`src/rtl/mux_8x1_rr_sched.sv`:
```
// Round-robin scheduler driving the select of a shared 8:1 mux.
// Each grant lasts at most HOLD cycles; priority rotates to the source after the last owner.
module mux_8x1_rr_sched #(
    parameter int HOLD = 4,
    parameter int CNTW = 8
) (
    input  logic       clk,
    input  logic       rst_n,
    input  logic       en,
    input  logic [7:0] req,
    output logic [2:0] sel,
    output logic [7:0] gnt,
    output logic       gnt_vld
);
    typedef enum logic {IDLE, GRANT} state_t;

    state_t            state_q, state_d;
    logic [2:0]        ptr_q, ptr_d;
    logic [CNTW-1:0]   hold_cnt_q, hold_cnt_d;
    logic [2:0]        sel_q, sel_d;
    logic [7:0]        gnt_q, gnt_d;
    logic              gnt_vld_q, gnt_vld_d;

    logic [2:0]        arb_ptr;
    logic [15:0]       dbl;
    logic [7:0]        rot;
    logic [2:0]        pick;
    logic [2:0]        win;
    logic              release_grant;

    // On release the new priority starts right after the current owner, so arbitrate from there.
    always_comb begin
        arb_ptr = (state_q == GRANT) ? sel_q + 3'd1 : ptr_q;
        dbl     = {req, req} >> arb_ptr;
        rot     = dbl[7:0];
        pick    = 3'd0;
        for (int j = 7; j >= 0; j--) begin
            if (rot[j]) pick = 3'(j);
        end
        win = arb_ptr + pick;
    end

    always_comb begin
        state_d       = state_q;
        ptr_d         = ptr_q;
        hold_cnt_d    = hold_cnt_q;
        sel_d         = sel_q;
        gnt_d         = gnt_q;
        gnt_vld_d     = gnt_vld_q;
        release_grant = (state_q == GRANT) &&
                        (!req[sel_q] || hold_cnt_q == CNTW'(HOLD) || !en);
        if (state_q == IDLE) begin
            if (en && |req) begin
                state_d    = GRANT;
                sel_d      = win;
                gnt_d      = 8'b1 << win;
                gnt_vld_d  = 1'b1;
                hold_cnt_d = CNTW'(1);
            end
        end else if (release_grant) begin
            ptr_d = sel_q + 3'd1;
            if (en && |req) begin
                sel_d      = win;
                gnt_d      = 8'b1 << win;
                gnt_vld_d  = 1'b1;
                hold_cnt_d = CNTW'(1);
            end else begin
                state_d    = IDLE;
                gnt_d      = 8'h00;
                gnt_vld_d  = 1'b0;
                hold_cnt_d = '0;
            end
        end else begin
            hold_cnt_d = hold_cnt_q + CNTW'(1);
        end
    end

    always_ff @(posedge clk or negedge rst_n) begin
        if (!rst_n) begin
            state_q    <= IDLE;
            ptr_q      <= 3'd0;
            hold_cnt_q <= '0;
            sel_q      <= 3'd0;
            gnt_q      <= 8'h00;
            gnt_vld_q  <= 1'b0;
        end else begin
            state_q    <= state_d;
            ptr_q      <= ptr_d;
            hold_cnt_q <= hold_cnt_d;
            sel_q      <= sel_d;
            gnt_q      <= gnt_d;
            gnt_vld_q  <= gnt_vld_d;
        end
    end

    assign sel     = sel_q;
    assign gnt     = gnt_q;
    assign gnt_vld = gnt_vld_q;
endmodule

```
`config.mk`:
```
export PLATFORM = sky130hd
export DESIGN_NAME = mux_8x1_rr_sched
export DESIGN_NICKNAME = d
export VERILOG_FILES = /design/src/rtl/mux_8x1_rr_sched.sv
export SDC_FILE = /design/constraint.sdc
export NUM_CORES = 1
export LEC_CHECK = 0
export CAP_MARGIN = 10
export CORE_MARGIN = 4
export CORE_UTILIZATION = 48
export DETAILED_ROUTE_END_ITERATION = 6
export HOLD_SLACK_MARGIN = 0.06
export PLACE_DENSITY = 0.78
export SLEW_MARGIN = 25
export SYNTH_ARGS = -nofsm -noshare
export SYNTH_HDL_FRONTEND = slang
export SYNTH_SLANG_ARGS = --single-unit
export TNS_END_PERCENT = 100
```
`constraint.sdc`:
```
create_clock -name clk -period 9.16 [get_ports clk]
set_clock_uncertainty 0.2 [all_clocks]
set_input_delay 0.916 -clock clk [delete_from_list [all_inputs] [get_ports clk]]
set_output_delay 0.916 -clock clk [all_outputs]
set_load 0.01 [all_outputs]
```
== Word level (Yosys, flattened, before mapping) ==
Cells that the tools add are included.

* Order comparisons: 1
* Muxes and demuxes: 28
* Add/sub/neg operators: 3
* Reduce and logical (&&, ||, !) cells: 10
* Eq/ne operators: 2
* Shifts and indexed selects: 2

{| class="wikitable"
|+ Operators by type and width
! cell !! count
|-
| $mux W8 || 7
|-
| $mux W3 || 12
|-
| $shr A16 B3 Y8 || 1
|-
| $add A8 B1 Y8 const B || 1
|-
| $eq A8 B3 Y1 const B || 1
|-
| $mux W1 || 8
|-
| $reduce_or A8 Y1 || 1
|-
| $shl A1 B3 Y8 const A || 1
|-
| $lt A3 B4 Y1 const B || 1
|-
| $reduce_and A2 Y1 || 2
|-
| $add A3 B1 Y3 const B || 1
|-
| $add A3 B3 Y3 || 1
|-
| $bmux W1 S3 || 1
|-
| $logic_and A1 B1 Y1 || 2
|-
| $logic_not A1 Y1 || 2
|-
| $logic_or A1 B1 Y1 || 2
|-
| $ne A2 B1 Y1 const B || 1
|-
| $reduce_bool A2 Y1 || 1
|}

* Word-level logic and storage cells: 52
* Input bits: 11
* Bits in registers: 24
* Output and inout port bits: 12

== Depth between registers and ports, before layout ==
Gate-level depths: netlist (run 1).

* Word-level depth: 16
* Gate-level depth with buffers: 14
* Gate-level depth less buffers: 14

== Least setup slack after synthesis (run 1) ==
No wires, ideal clock.

* Path kind: flip-flop to flip-flop
* Start point: register sel_q[0] (netlist: sel[0])
* End point: register gnt_q[0] (netlist: gnt[0])
* Setup time: 0.095 ns
* Clock period less this slack: 3.767 ns
* Required time: 8.865 ns
* Path buffers: 0
* Cell stages (with the launch flop): 14
* Data arrival time: 3.471 ns
* Path slack: 5.393 ns
* Path through: dfrtp_1 ha_1 xor2_1 mux2i_1 mux2_2 o21ai_0 o221ai_1 a21boi_4 nand2_1 fa_1 xnor2_1 xnor2_1 nand2_1 o31ai_1

* Longest elaborated chain between the ends: 16
* Elaborated cells on any way between the ends: 25
* Those cells by class: add/sub (2); eq/ne (1); shift (2); mux (15); reduce/logical (5)

{| class="wikitable"
|+ RTL lines
! element !! line !! text
|-
| start: declaration || 20 || <nowiki>logic [2:0] sel_q, sel_d;</nowiki>
|-
| start signal: assignment || 90 || <nowiki>sel_q <= sel_d;</nowiki>
|-
| $add A3 B1 Y3 || 33 || <nowiki>arb_ptr = (state_q == GRANT) ? sel_q + 3'd1 : ptr_q;</nowiki>
|-
| $mux W3 || 33 ||
|-
| $shr A16 B3 Y8 || 34 || <nowiki>dbl = {req, req} >> arb_ptr;</nowiki>
|-
| $mux W3 (8 in a row) || 38 || <nowiki>if (rot[j]) pick = 3'(j);</nowiki>
|-
| $add A3 B3 Y3 || 40 || <nowiki>win = arb_ptr + pick;</nowiki>
|-
| $shl A1 B3 Y8 || 56, 64 ||
|-
| $mux W8 || 62 || <nowiki>if (en && |req) begin</nowiki>
|-
| $mux W8 || 60 || <nowiki>end else if (release_grant) begin</nowiki>
|-
| $mux W8 || 52 || <nowiki>if (state_q == IDLE) begin</nowiki>
|-
| end signal: assignment || 91 || <nowiki>gnt_q <= gnt_d;</nowiki>
|-
| end: declaration || 21 || <nowiki>logic [7:0] gnt_q, gnt_d;</nowiki>
|}

Several ways; a longest one is shown, not always the timed one. The select of a mux whose other input is x is not followed.
A chain may end at the register's enable or synchronous reset.

== Final worst setup path (run 1) ==
Ends and elaborated chain as after synthesis.

==> metrics.yaml, run 1 <==
floorplan:
  core-area_mm2: 0.00342
  dieWidth_um: 68.1
  die_h_um: 68.1
  io-pin-count: 23
  start_util: 0.508
  rows: 21
  die-area_mm2: 0.00464
route:
  via_per_inst: 5.95
  route.detailed.drc: 0
  drt_wl_total_um: 3640
  routedWlPerCell_um: 15.2
  drt_first_pass_iters: 4
  drtIter0Drc: 63
  vias: 1422
  final_antenna_net_count: 0
placed_design:
  dpl_cell_area_mm2: 0.00199
  hpwl_um: 2970
  place_congestion: 0.917
  portBuffers: 22
cts:
  cts_buffer_depth: 2
  postCtsHoldBufs: 0
  htree_levels: 1
  insertion_delay_ns: 0.30
  cts-root-buf: "clkbuf_4"
  path_clk_slew_ns: 0.12
  clkSinkCount: 24
  post-cts-setup-buffer-count: 0
  cts_tree: "built"
  ctsResizeCount: 0
  cts_buffers: 3
timing:
  hold_viol: 0
  rsz0062_at_grt: "false"
  tightest_slew_ns: 0.640
  max_freq_ghz: 0.236
  slew_violations: 0
  finalCritPeriodShare: 0.462
  fin_crit_ns: 4.23
  setup_viol: 0
  final.setup.tns_ns: 0
  slew_headroom: 0.574
logic_synthesis:
  ys_warn_count: 0
  synth-seq-cells: 24
  avgSynthCellArea_um2: 10.1
  seq_area_frac_synth: 0.346
  synth_cell_types: 45
  syn_nets: 186
  synth_edf_count: 0
  synthArstFlopShare: 1.00
  netlist_instances: 171
  ys.flop_type: "dfrtp_1"
  syn-cell-area_mm2: 0.00173
power:
  power_density_mw_per_mm2: 378
  finalPower_mw: 0.761
  leakagePower_nw: 0.832
  peakVddDrop_mv: 0.145
global_route:
  grt_pass1_vias: 1417
  antenna_found_initial: 0
  grt_max_degree: 25
  track_usage: 0.182
  grt_pass1_wl_um: 6530
  grt-ovfl-total: 0
job:
  max_cap_viol_count: 0
final_layout:
  diodes: 0
  utilization: 0.589
  syn_to_final_growth_pct: 15.9
  stdcell_area_mm2: 0.00201
  final_nets: 210
  final_cell_mix: "24 x dfrtp_1, 21 x clkdlybuf4s50_1, 15 x nand3_1, 15 x o21ai_0, 15 x nand2_1"
  drive_above_1_share: 0.114
  layout_commonest_cell: "dfrtp_1"
setup_path:
  cp.required_ns: 9.17
  worstPathMaxFanout: 8
  setup.worst_path.class: "reg -> reg"
  crit_arrival_ns: 4.24
  crit_path_end_kind: "register"
  start_kind: "register"
status:
  status: "finished, final reports clean"
hold_path:
  hold_class: "reg -> reg"
[Yosys cell counts, types with 3 or more instances]
cell type / count / share of area
a21oi_1: 3 / 0.0087
and3_1: 6 / 0.022
dfrtp_1: 24 / 0.35
ha_1: 3 / 0.022
inv_1: 5 / 0.011
mux2_2: 7 / 0.045
mux2i_1: 10 / 0.058
mux4_2: 3 / 0.039
nand2_1: 15 / 0.032
nand3_1: 15 / 0.043
nor2_1: 8 / 0.017
nor2b_1: 4 / 0.014
nor3_1: 4 / 0.012
o21ai_0: 15 / 0.043
o21ai_1: 3 / 0.0087
o31ai_1: 6 / 0.026
xnor2_1: 3 / 0.015
[sequential cells by signal (all words and copies together), names as in the netlist]
| register | count |
|---|---|
| ptr_q | 3 |
| gnt | 8 |
| hold_cnt_q | 8 |
| sel | 3 |
| gnt_vld | 1 |
| state_q | 1 |
[path summary, 6_finish.rpt]
| path | start | to | slack (ns) | depth (start not counted) |
|---|---|---|---|---|
| max | sel[0] | gnt[0] | 4.93 | 13 |
| min | gnt_vld | gnt_vld | 0.29 | 1 |
| max reg2reg | sel[0] | gnt[0] | 4.93 | 13 |
| min reg2reg | gnt_vld | gnt_vld | 0.29 | 1 |
| max in group asynchronous | rst_n | sel[1] | 8.05 | 1 |
| min in group asynchronous | rst_n | hold_cnt_q[7] | 0.36 | 1 |
[metrics by stage]
stage | worst slack [ns] | hold WS [ns] | cells
final | 4.93 | 0.286 | 239
after floorplan | 5.39 | 0.238 | 171
after detailed placement | 4.78 | 0.265 | 236
after global placement | 4.97 | 0.261 | 236
after CTS | 4.96 | 0.295 | 239
after global routing | 4.65 | 0.316 | 239
[area by class of cell]
class	instances	area (µm²)
multi-input combinational	139	1100
sequential	24	601
inverter	5	18.8
tap	46	57.6
clock buffer	3	22.5
timing repair buffer	22	215
fill	312	1410
[cells by family after synthesis]
kind of cell | synth area share
DFF | 0.346
buffers and inverters | 0.0216
AOI/OAI and AO/OA | 0.194
muxes | 0.172
and+or+nand+nor | 0.203
adders and majority gates | 0.0332
xor gates and xnor gates | 0.0296
[worst max-delay path, cell delays in order, from the launching register on]
cell      delay, ns
dfrtp_1        0.50
ha_1           0.26
xor2_1         0.17
mux2i_1        0.45
mux2_2         0.44
o21ai_0        0.37
o221ai_1       0.27
a21boi_4       0.24
nand2_1        0.09
fa_1           0.38
xnor2_1        0.20
xnor2_1        0.18
nand2_1        0.16
o31ai_1        0.23
[layer usage]
metal / vias to the layer above / wire (µm) / share of wire / global-route usage
met1: 681 / 1750 / 0.48 / 0.245
met5: - / 0 / 0 / 0
met2: 39 / 1710 / 0.47 / 0.290
li1: 698 / - / - / -
met3: 4 / 132 / 0.036 / 0.0296
met4: 0 / 47 / 0.013 / 0.0720
[power breakdown]
group | leakage (nW) | switching, mW | internal, mW
Combinational | 0.509 | 0.306 | 0.253
Sequential | 0.310 | 0.0255 | 0.133
Clock | 0.0138 | 0.0282 | 0.0153
Total | 0.832 | 0.360 | 0.401
No activity file was read; power rests on OpenSTA's default activity.
==> inputs of run 2 (changes only) <==
PLACE_DENSITY = 0.81   (was 0.78)
clock period = 3.7 ns   (was 9.16 ns; I/O delays follow)
==> metrics.yaml, run 2 (synthesis results as in run 1) <==
cts:
  clkSinkCount: 24  # unchanged
  path_clk_slew_ns: 0.14  # +0.02 ns
  htree_levels: 1  # unchanged
  insertion_delay_ns: 0.32  # +0.02 ns
  cts_tree: "built"
  cts_buffer_depth: 2  # unchanged
  cts_buffers: 3  # unchanged
  cts-root-buf: "clkbuf_4"
timing:
  fin_crit_ns: 3.67  # -0.562 ns
  rsz0062_at_grt: "true"
  worst_hold_slack_ns: 0.310  # +0.0240 ns
  slew_headroom: 0.576  # +0.00213
  slew_violations: 0  # unchanged
  final.setup.tns_ns: 0  # unchanged
  finalCritPeriodShare: 0.991  # +0.529
  max_freq_ghz: 0.273  # +15%
  tightest_slew_ns: 0.632  # -0.00743 ns
  hold_viol: 0  # unchanged
  setup_viol: 0  # unchanged
final_layout:
  diodes: 0  # unchanged
  stdcell_area_mm2: 0.00235  # +17%
  fillers: 243  # -22%
  multi_input_area_mm2: 0.00123  # +12%
  final_cell_mix: "22 x dfrtp_1, 21 x clkdlybuf4s50_1, 21 x buf_4"
  drive_above_1_share: 0.309  # +0.195
  layout_commonest_cell: "dfrtp_1"
  final_nets: 233  # +11%
  seq_area_um2: 603  # +0.42%
  syn_to_final_growth_pct: 35.6
floorplan:
  dieWidth_um: 68.1  # unchanged
  io-pin-count: 23  # unchanged
  start_util: 0.508  # unchanged
  core-area_mm2: 0.00342  # unchanged
  rows: 21  # unchanged
  die-area_mm2: 0.00464  # unchanged
  die_h_um: 68.1  # unchanged
setup_path:
  critPathMaxStageDelay_ns: 0.46  # -0.04 ns
  crit_chain: "ha_4 -> xor2_2 -> mux2_4 -> mux4_2 -> and2_4 -> a211oi_2 -> o221ai_2 -> a21boi_4 -> nand2_2 -> fa_2 -> xnor2_2 -> xnor2_2 -> nand2_2 -> o31ai_1"
  setup.worst_path.class: "reg -> reg"
  worstPathMaxFanout: 5  # -3
  crit_buf_inv: 0  # unchanged
  start_kind: "register"
  crit_arrival_ns: 3.70  # -0.54 ns
  crit_path_end_kind: "register"
  slowest_stage: "dfrtp_2"
  cpLargestDelayFamily: "compound AO/OA/AOI/OAI gates"
  cp.required_ns: 3.74  # -5.43 ns
global_route:
  grt_max_degree: 25  # unchanged
  track_usage: 0.211  # +0.0293
  grt-ovfl-total: 0  # unchanged
  grt_pass1_wl_um: 7490  # +15%
  grt_pass1_vias: 1662  # +17%
  antenna_found_initial: 0  # unchanged
route:
  via_per_inst: 6.15  # +3.4%
  route.detailed.drc: 0  # unchanged
  vias: 1618  # +14%
  final_antenna_net_count: 0  # unchanged
  routedWlPerCell_um: 17.8  # +17%
  drt_wl_total_um: 4670  # +28%
  drtIter0Drc: 102  # +62%
  drt_first_pass_iters: 5  # +1
placed_design:
  portBuffers: 22  # unchanged
  dpl_cell_area_mm2: 0.00211  # +6.1%
  hpwl_um: 3410  # +15%
  place_congestion: 0.927  # +1.2%
hold_path:
  hold_class: "reg -> reg"
power:
  peakVddDrop_mv: 0.485  # +230%
  finalPower_mw: 2.62  # +240%
  power_density_mw_per_mm2: 1110  # +190%
  leakagePower_nw: 0.989  # +19%
job:
  max_cap_viol_count: 0  # unchanged
status:
  status: "finished, final reports clean"
[run 2: repair_timing]
item	4_1_cts	5_1_grt
pin swaps	5	14
endpoints found under the setup margin	7	9
setup buffers	0	7
hold buffers	0	1
gates cloned	0	0
endpoints found under the hold margin	0	24
resized for setup	9	17
[run 2: final cells by class]
class                   instances  area share
clock inverters                 1      0.0128
flip-flops and latches         24       0.256
clock buffers                   3     0.00957
multi-input cells             139       0.521
repair buffers                 45       0.168
inverters                       5     0.00798
well taps                      46      0.0245
[run 2: final timing paths]
kind / slack (ns) / end / start / cells past startpoint
worst max-delay path: 0.03 / gnt[2] / sel[0] / 14
worst min-delay path: 0.31 / gnt_vld / gnt_vld / 1
worst max register to register: 0.03 / gnt[2] / sel[0] / 14
worst min register to register: 0.31 / gnt_vld / gnt_vld / 1
max in group asynchronous: 2.58 / state_q / rst_n / 2
min in group asynchronous: 0.34 / hold_cnt_q[7] / rst_n / 2
[run 2: metrics by stage]
stage                     utilization  cells  setup WS, ns
after floorplan                     -    171        0.0128
after global placement          0.619    251         0.105
after detailed placement        0.619    251       -0.0631
after CTS                       0.649    255        0.0260
after global routing            0.689    263        -0.102
final                           0.689    263        0.0330
[run 2: worst reg2reg max path, stage by stage (launching register included)]
cell	delay [ns]
dfrtp_2	0.46
ha_4	0.17
xor2_2	0.19
mux2_4	0.30
mux4_2	0.31
and2_4	0.16
a211oi_2	0.24
o221ai_2	0.17
a21boi_4	0.20
nand2_2	0.08
fa_2	0.37
xnor2_2	0.15
xnor2_2	0.18
nand2_2	0.15
o31ai_1	0.26
[run 2: metal layers]
| layer | wire (µm) | up-vias | GRT usage |
|---|---|---|---|
| li1 | - | 742 | - |
| met2 | 2380 | 74 | 0.369 |
| met4 | 56 | 0 | 0.0720 |
| met5 | 0 | - | 0 |
| met1 | 1970 | 794 | 0.258 |
| met3 | 266 | 8 | 0.0378 |
[run 2: power breakdown]
part / switching (mW) / internal, mW / total [mW]
Combinational: 1.09 / 0.953 / 2.04
Clock: 0.0833 / 0.110 / 0.193
Sequential: 0.0499 / 0.331 / 0.381
==> inputs of run 3 (changes only) <==
HOLD_SLACK_MARGIN = 0.02   (was 0.06)
==> results of run 3 <==
The final DEF is identical to that of run 2; final timing and power are the same.
